**config.mk**
```make
export PLATFORM = sky130hd
export DESIGN_NAME = memory_stage
export DESIGN_NICKNAME = d
export VERILOG_FILES = /design/src/rtl/memory_stage_pkg.sv /design/src/rtl/memory_stage_dmem_req_fsm.sv /design/src/rtl/memory_stage.sv
export SDC_FILE = /design/constraint.sdc
export NUM_CORES = 1
export LEC_CHECK = 0
export BUFFER_PORTS_ARGS = -buffer_cell sky130_fd_sc_hd__buf_2
export CAP_MARGIN = 20
export CORE_MARGIN = 2
export CORE_UTILIZATION = 50
export DETAILED_ROUTE_END_ITERATION = 7
export PLACE_DENSITY = 0.86
export SLEW_MARGIN = 20
export SYNTH_ARGS = -nofsm -noshare
export SYNTH_HDL_FRONTEND = slang
export SYNTH_SLANG_ARGS = --single-unit
```
**constraint.sdc**
```tcl
create_clock -name clk -period 3.4 [get_ports clk]
set_input_delay 0.17 -clock clk [delete_from_list [all_inputs] [get_ports clk]]
set_output_delay 0.17 -clock clk [all_outputs]
set_load 0.03 [all_outputs]
```
**src/rtl/memory_stage_pkg.sv**
```systemverilog
// memory_stage_pkg: shared types and constants for the MEM pipeline stage
package memory_stage_pkg;
  localparam int XLEN_DEF = 32;
  localparam logic [1:0] ALIGN_MASK = 2'b11;
  typedef enum logic {IDLE, REQ} state_t;
endpackage

```
**src/rtl/memory_stage_dmem_req_fsm.sv**
```systemverilog
// memory_stage_dmem_req_fsm: data-memory req/ack sequencer with timeout, request capture and stall
// Ports: clk/rst (async active-low); EX/ME fields in; dmem_ack in; stall, pass (non-mem op in IDLE),
// done (ack in REQ), dmem_req/we/addr/wdata, captured rd/reg_we/mem_to_reg, sticky error flags out.
module memory_stage_dmem_req_fsm
  import memory_stage_pkg::*;
#(
  parameter int XLEN = XLEN_DEF,
  parameter int TIMEOUT = 16
) (
  input  logic            clk,
  input  logic            rst,
  input  logic            in_valid,
  input  logic [XLEN-1:0] alu_out,
  input  logic [XLEN-1:0] wd,
  input  logic [4:0]      rd,
  input  logic            mem_we,
  input  logic            mem_to_reg,
  input  logic            reg_we,
  input  logic            dmem_ack,
  output logic            stall,
  output logic            pass,
  output logic            done,
  output logic            dmem_req,
  output logic            dmem_we,
  output logic [XLEN-1:0] dmem_addr,
  output logic [XLEN-1:0] dmem_wdata,
  output logic [4:0]      cap_rd,
  output logic            cap_reg_we,
  output logic            cap_mem_to_reg,
  output logic            err_timeout,
  output logic            err_misalign
);
  localparam int CW = $clog2(TIMEOUT);
  state_t state, state_nx;
  logic [CW-1:0] cnt;
  logic mem_op, idle, last, misalign, start, expire;
  assign mem_op   = in_valid & (mem_we | mem_to_reg);
  assign idle     = state == IDLE;
  assign last     = cnt == CW'(TIMEOUT - 1);
  assign misalign = idle & mem_op & |(alu_out[1:0] & ALIGN_MASK);
  assign start    = idle & mem_op & !misalign;
  assign pass     = idle & in_valid & !mem_op;
  // ack beats timeout when both land in the same cycle
  assign done     = !idle & dmem_ack;
  assign expire   = !idle & !dmem_ack & last;
  // request is a pure function of state so async reset drops it at once
  assign dmem_req = !idle;
  always_comb begin
    state_nx = start ? REQ : (!idle & (dmem_ack | last)) ? IDLE : state;
    stall    = start | (!idle & !dmem_ack & !last);
  end
  always_ff @(posedge clk or negedge rst) begin
    if (!rst) begin
      state          <= IDLE;
      cnt            <= '0;
      dmem_we        <= 1'b0;
      dmem_addr      <= '0;
      dmem_wdata     <= '0;
      cap_rd         <= '0;
      cap_reg_we     <= 1'b0;
      cap_mem_to_reg <= 1'b0;
      err_timeout    <= 1'b0;
      err_misalign   <= 1'b0;
    end else begin
      state        <= state_nx;
      cnt          <= start ? '0 : !idle ? cnt + 1'b1 : cnt;
      err_timeout  <= err_timeout | expire;
      err_misalign <= err_misalign | misalign;
      if (start) begin
        dmem_we        <= mem_we;
        dmem_addr      <= alu_out;
        dmem_wdata     <= wd;
        cap_rd         <= rd;
        cap_reg_we     <= reg_we;
        cap_mem_to_reg <= mem_to_reg;
      end
    end
  end
endmodule

```
**src/rtl/memory_stage.sv**
```systemverilog
// memory_stage: pipeline MEM stage -- ME/WB register, EX bypass and data-memory access
// Ports: clk/rst (async active-low); EX/ME fields (in_valid, alu_out, wd, rd, mem_we, mem_to_reg, reg_we);
// stall and bp_mem upstream; dmem_* memory port; wb_data/wb_rd/wb_we to WB; sticky err_timeout/err_misalign.
module memory_stage
  import memory_stage_pkg::*;
#(
  parameter int XLEN = XLEN_DEF,
  parameter int TIMEOUT = 16
) (
  input  logic            clk,
  input  logic            rst,
  input  logic            in_valid,
  input  logic [XLEN-1:0] alu_out,
  input  logic [XLEN-1:0] wd,
  input  logic [4:0]      rd,
  input  logic            mem_we,
  input  logic            mem_to_reg,
  input  logic            reg_we,
  output logic            stall,
  output logic [XLEN-1:0] bp_mem,
  output logic            dmem_req,
  output logic            dmem_we,
  output logic [XLEN-1:0] dmem_addr,
  output logic [XLEN-1:0] dmem_wdata,
  input  logic [XLEN-1:0] dmem_rdata,
  input  logic            dmem_ack,
  output logic [XLEN-1:0] wb_data,
  output logic [4:0]      wb_rd,
  output logic            wb_we,
  output logic            err_timeout,
  output logic            err_misalign
);
  logic pass, done, cap_reg_we, cap_mem_to_reg;
  logic [4:0] cap_rd;
  assign bp_mem = alu_out;
  memory_stage_dmem_req_fsm #(.XLEN(XLEN), .TIMEOUT(TIMEOUT)) u_fsm (
    .clk(clk), .rst(rst), .in_valid(in_valid), .alu_out(alu_out), .wd(wd), .rd(rd),
    .mem_we(mem_we), .mem_to_reg(mem_to_reg), .reg_we(reg_we), .dmem_ack(dmem_ack),
    .stall(stall), .pass(pass), .done(done), .dmem_req(dmem_req), .dmem_we(dmem_we),
    .dmem_addr(dmem_addr), .dmem_wdata(dmem_wdata), .cap_rd(cap_rd), .cap_reg_we(cap_reg_we),
    .cap_mem_to_reg(cap_mem_to_reg), .err_timeout(err_timeout), .err_misalign(err_misalign)
  );
  // every cycle that is neither a completion nor an ALU pass puts a bubble into WB
  always_ff @(posedge clk or negedge rst) begin
    if (!rst) begin
      wb_data <= '0;
      wb_rd   <= '0;
      wb_we   <= 1'b0;
    end else begin
      wb_we <= done ? cap_reg_we : pass & reg_we;
      if (done) begin
        wb_data <= cap_mem_to_reg ? dmem_rdata : dmem_addr;
        wb_rd   <= cap_rd;
      end else if (pass) begin
        wb_data <= alu_out;
        wb_rd   <= rd;
      end
    end
  end
endmodule
```
After elaboration in Yosys (flattened, before gate mapping)
Index checks and enable logic that the tools add are counted.
W data, S select, Z words.
{"block": "op_classes", "addsub": 1, "n_eq_ne": 1, "n_mux": 10, "bitwise": 18, "n_reduce_logical": 8}
{"cell": "$mux W32", "count": 3}
{"cell": "$and A1 B1 Y1", "count": 12}
{"cell": "$mux W5", "count": 2}
{"cell": "$mux W4", "count": 2}
{"cell": "$reduce_bool A2 Y1", "count": 3}
{"cell": "$or A1 B1 Y1", "count": 5}
{"cell": "$add A4 B1 Y4 const B", "count": 1}
{"cell": "$eq A4 B4 Y1 const B", "count": 1}
{"cell": "$logic_not A1 Y1", "count": 4}
{"cell": "$mux W1", "count": 3}
{"cell": "$reduce_or A2 Y1", "count": 1}
{"cell": "$not A1 Y1", "count": 1}
{"block": "totals", "reg_bits": 117, "in_bits": 108, "out_inout_bits": 139, "elab_cells": 51}

Depth between registers and ports, before layout
{"block": "logic_depth", "word_depth": 7, "ltp_mapped": 6, "depth_no_buf": 4}

Hierarchy
A second synthesis with hierarchy kept.
{"block": "unflattened", "cells_unflattened": 384, "hier_area_um2": 5381.4}
{"module": "memory_stage_dmem_req_fsm", "n_inst": 1, "cells_each": 187, "area_per_inst_um2": 3004.1, "seq_area_each_um2": 1976.9}
{"module": "memory_stage", "n_inst": 1, "cells_each": 197, "area_per_inst_um2": 2377.3, "seq_area_each_um2": 950.9}

Worst setup path after synthesis
OpenSTA, ideal clock, no wires.
{"block": "synth_timing", "path_kind": "reg-to-reg", "from": "reg u_fsm.state, in the netlist u_fsm.dmem_req", "to": "reg u_fsm.dmem_wdata[29]", "setup_ns": 0.128, "arrival_time_ns": 1.586, "required_time_ns": 3.272, "path_slack_ns": 1.687, "stages_incl_launch_ff": 7, "path_buffers": 3, "synth_period_minus_slack_ns": 1.713, "path_cell_list": "dfrtp_1 nor2b_1 o211a_1 buf_2 buf_6 buf_2 mux2_1"}
{"block": "synth_between", "elab_chain_cells": 5}
{"item": "start, declared", "line_no": "memory_stage_dmem_req_fsm.sv:34", "source": "state_t state, state_nx;"}
{"item": "start signal, assigned", "line_no": "memory_stage_dmem_req_fsm.sv:65", "source": "state <= state_nx;"}
{"item": "$not A1 Y1 *", "line_no": "memory_stage_dmem_req_fsm.sv:38", "source": "assign idle = state == IDLE;"}
{"item": "$and A1 B1 Y1 *", "line_no": "memory_stage_dmem_req_fsm.sv:40, memory_stage_dmem_req_fsm.sv:41"}
{"item": "$and A1 B1 Y1", "line_no": "memory_stage_dmem_req_fsm.sv:40", "source": "assign misalign = idle & mem_op & |(alu_out[1:0] & ALIGN_MASK);"}
{"item": "$logic_not A1 Y1", "line_no": "memory_stage_dmem_req_fsm.sv:41", "source": "assign start = idle & mem_op & !misalign;"}
{"item": "$and A1 B1 Y1 *", "line_no": "memory_stage_dmem_req_fsm.sv:41"}
{"item": "end signal, assigned", "line_no": "memory_stage_dmem_req_fsm.sv:72", "source": "dmem_wdata <= wd;"}
{"item": "end, declared", "line_no": "memory_stage_dmem_req_fsm.sv:26", "source": "output logic [XLEN-1:0] dmem_wdata,"}
Mark *: on every way between the ends. The rest lies on a longest branch, timed or not.
A chain may end at the register's enable or synchronous reset.

Worst setup path in the final report
{"block": "layout_timing", "from": "reg u_fsm.state, in the netlist u_fsm.dmem_req", "to": "out stall"}
{"block": "layout_between", "elab_chain_cells": 6, "elab_cells_between_ends": 8, "cone_classes": "bitwise (7); reduce/logical (1)"}
{"item": "$not A1 Y1", "line_no": "memory_stage_dmem_req_fsm.sv:38"}
{"item": "$and A1 B1 Y1", "line_no": "memory_stage_dmem_req_fsm.sv:40, memory_stage_dmem_req_fsm.sv:41"}
{"item": "$and A1 B1 Y1", "line_no": "memory_stage_dmem_req_fsm.sv:40"}
{"item": "$logic_not A1 Y1", "line_no": "memory_stage_dmem_req_fsm.sv:41"}
{"item": "$and A1 B1 Y1", "line_no": "memory_stage_dmem_req_fsm.sv:41"}
{"item": "$or A1 B1 Y1 *", "line_no": "memory_stage_dmem_req_fsm.sv:50", "source": "stall = start | (!idle & !dmem_ack & !last);"}
{"item": "end, declared", "line_no": "memory_stage.sv:19", "source": "output logic stall,"}
Marks and branches as above.

==> reports/metrics.yaml <==
status:
  status: "finished clean"
yosys:
  synth_area_leader_cell: "dfrtp_1"
  synth_top_area_frac: 0.569
  postSynthAreaPerCell_um2: 13.4
  synth_nets: 494
  synth_area_leaders: "dfrtp_1 57%, mux2_2 13%, mux2i_1 7.2%, a221o_1 6.2%, buf_4 5.0%"
  yosysMostFrequentCell: "dfrtp_1"
  synth_cell_types: 25
  synth_cells: 385
  yosys-top-cells-count: "117 x dfrtp_1, 58 x mux2_2, 40 x nor2_1, 37 x mux2i_1, 34 x buf_4"
  yosys_most_used_dff: "dfrtp_1"
  seq_area_frac_synth: 0.569
  synth_area_mm2: 0.00514
  synth_edf_count: 0
  ys_ff_latch: 117
  ys_warn_count: 0
  ys_async_sr_fraction: 1.00
timing:
  finClkSkew_ps: 8.21
  worst_slew_pin_slew_ps: 1010
  maxClockFrequency_ghz: 0.357
  setup_tns_ps: 0
  slew-limit-headroom: 0.327
  final.min_clock_period_ps: 2800
  grt_setup_unrepaired: "false"
  whs_ps: 27.0
  post-route-period-util: 0.824
  drv_slew: 0
  setup_viol: 0
  finalHoldViolCount: 0
power_and_ir_drop:
  leakage_nw: 3.76
  power_density_mw_per_mm2: 738
  ir_drop_mv: 0.414
floorplanning:
  die_w_um: 105
  rows: 37
  initial_core_util: 0.507
  core_mm2: 0.0101
  fp.dieArea_mm2: 0.0111
  die_h_um: 105
  io_pins: 247
finish:
  drive_gt1_frac: 0.502
  finalNetCount: 781
  n_antenna_cell: 0
  syn_to_final_growth_pct: 47.1
  top_regs: "u_fsm.dmem_addr (32), u_fsm.dmem_wdata (32), wb_data (32)"
placement:
  gp_congestion: 0.812
  io_buffers: 246
  hpwl_mm: 8.81
drt:
  firstDrtPassIters: 5
  vias: 4395
  wirelength_mm: 15.1
  ant_nets: 0
  wl_per_cell_um: 18.4
  routed_via_density: 5.35
  first_iter_violations: 334
  drc: 0
global_route:
  track_usage: 0.276
  overflow: 0
  grt_max_degree: 85
  antenna_found_initial: 0
  grt_pass1_vias: 4626
  grt_pass1_wl_mm: 23.8
worst_setup_path:
  critPathLaunchType: "flop"
  cp_num_buf_inv: 2
  critPathCaptureType: "primary output"
  required_ps: 3230
  worstPathMaxFanout: 45
  path_cells: "nor2b_1 -> o211a_4 -> buf_12 -> a31o_2 -> buf_2"
  slowest_delay_ps: 630
  critPathKind: "reg2out"
  worst_path_max_delay_cell: "o211a_4"
  arrival_ps: 2630
  crit_family: "compound AO/OA/AOI/OAI gates"
clock_tree:
  cts.sinks: 117
  numCtsBuffers: 17
  h-tree-depth: 4
  clk_pin_slew_ps: 60
  cts_tree: "yes"
  root_buffer: "clkbuf_8"
  cts.path.max_buffers: 2
  cts_resized: 0
  worst_skew_pair.late_latency_ps: 510
run:
  maxCapViolCount: 0
hold_path:
  hold_path_class: "in2reg"
==> layout make-up <==
type                            instances  area [um2]
Timing Repair Buffer                  325        2030
Sequential cell                       117        2930
Fill cell                             628        2580
Clock inverter                          9         101
Tap cell                              136         170
Multi-Input combinational cell        210        1860
Inverter                                1        3.75
Clock buffer                           23         467
==> path summary, 6_finish.rpt <==
check	to	cells past startpoint	slack, ps	start
max reg2reg	wb_data[29]	5	700	u_fsm.dmem_req
min	wb_data[28]	4	30	dmem_rdata[28]
min in group asynchronous	u_fsm.dmem_wdata[11]	2	290	rst
max in group asynchronous	wb_data[14]	3	2310	rst
min reg2reg	u_fsm.err_timeout	1	480	u_fsm.err_timeout
max	stall	5	600	u_fsm.dmem_req
==> per-layer routing <==
metal  wire (um)  global-route usage  up-vias
met2        7860               0.483      226
met1        5790               0.318     2208
met5           0                   0        -
met3        1110              0.0754       24
met4         319               0.113        0
li1            -                   -     1937
==> cells by family (layout without fill, tap and decap cells) <==
group | after synthesis | after routing | synth area share
compound gates | 47 | 47 | 0.0813
buf+inv | 58 | 358 | 0.0735
simple gates | 53 | 53 | 0.0445
fa+ha+maj | 1 | 1 | 0.00243
flops | 117 | 117 | 0.569
mux | 107 | 107 | 0.225
xor+xnor | 2 | 2 | 0.00341
==> worst register-to-register path, stage by stage (launching register included) <==
cell           delay, ps
dfrtp_1              570
nand2_1              700
buf_4                420
nor2_1                90
a221o_1              250
dlygate4sd3_1        550
==> through the flow <==
stage | power [mW] | util | area [um2] | setup slack, ps | instances
finish | 5.58 | 0.746 | 7560 | 599 | 821
global route | 5.83 | 0.746 | 7560 | 474 | 821
CTS | 5.59 | 0.746 | 7560 | 602 | 821
detailed placement | 3.79 | 0.616 | 6250 | 1140 | 715
global placement | 3.74 | 0.616 | 6250 | 1210 | 715
floorplan | 3.22 | - | 5140 | 1690 | 385
==> layout by cell type (no fill, tap or decap), types with 2 or more instances in the layout <==
cell type      count
bufinv_16          2
clkbuf_8           4
clkbuf_1           3
dlygate4sd3_1     74
o21ai_0            3
a31o_2             2
nor2_1            40
buf_4              4
buf_2            245
mux2i_1           37
mux2_2            58
dfrtp_1          116
mux2_1            12
nor2b_1            3
clkinv_2           5
xor2_1             2
a221o_1           32
o21bai_1           2
nand2_1            4
a21oi_1            5
nand2b_1           3
clkbuf_16         16
==> power breakdown <==
| group | internal (mW) | leakage, nW | total [mW] | switching (mW) |
|---|---|---|---|---|
| clock network | 1.09 | 0.282 | 1.70 | 0.609 |
| logic | 0.695 | 2.06 | 1.83 | 1.13 |
| registers | 1.76 | 1.42 | 2.05 | 0.292 |
==> timing repair <==
item	4_1_cts	5_1_grt
buffers inserted	0	0
endpoints found under the hold margin	189	0
hold buffers	74	0
Note: power is estimated with default switching activity, not from simulation.
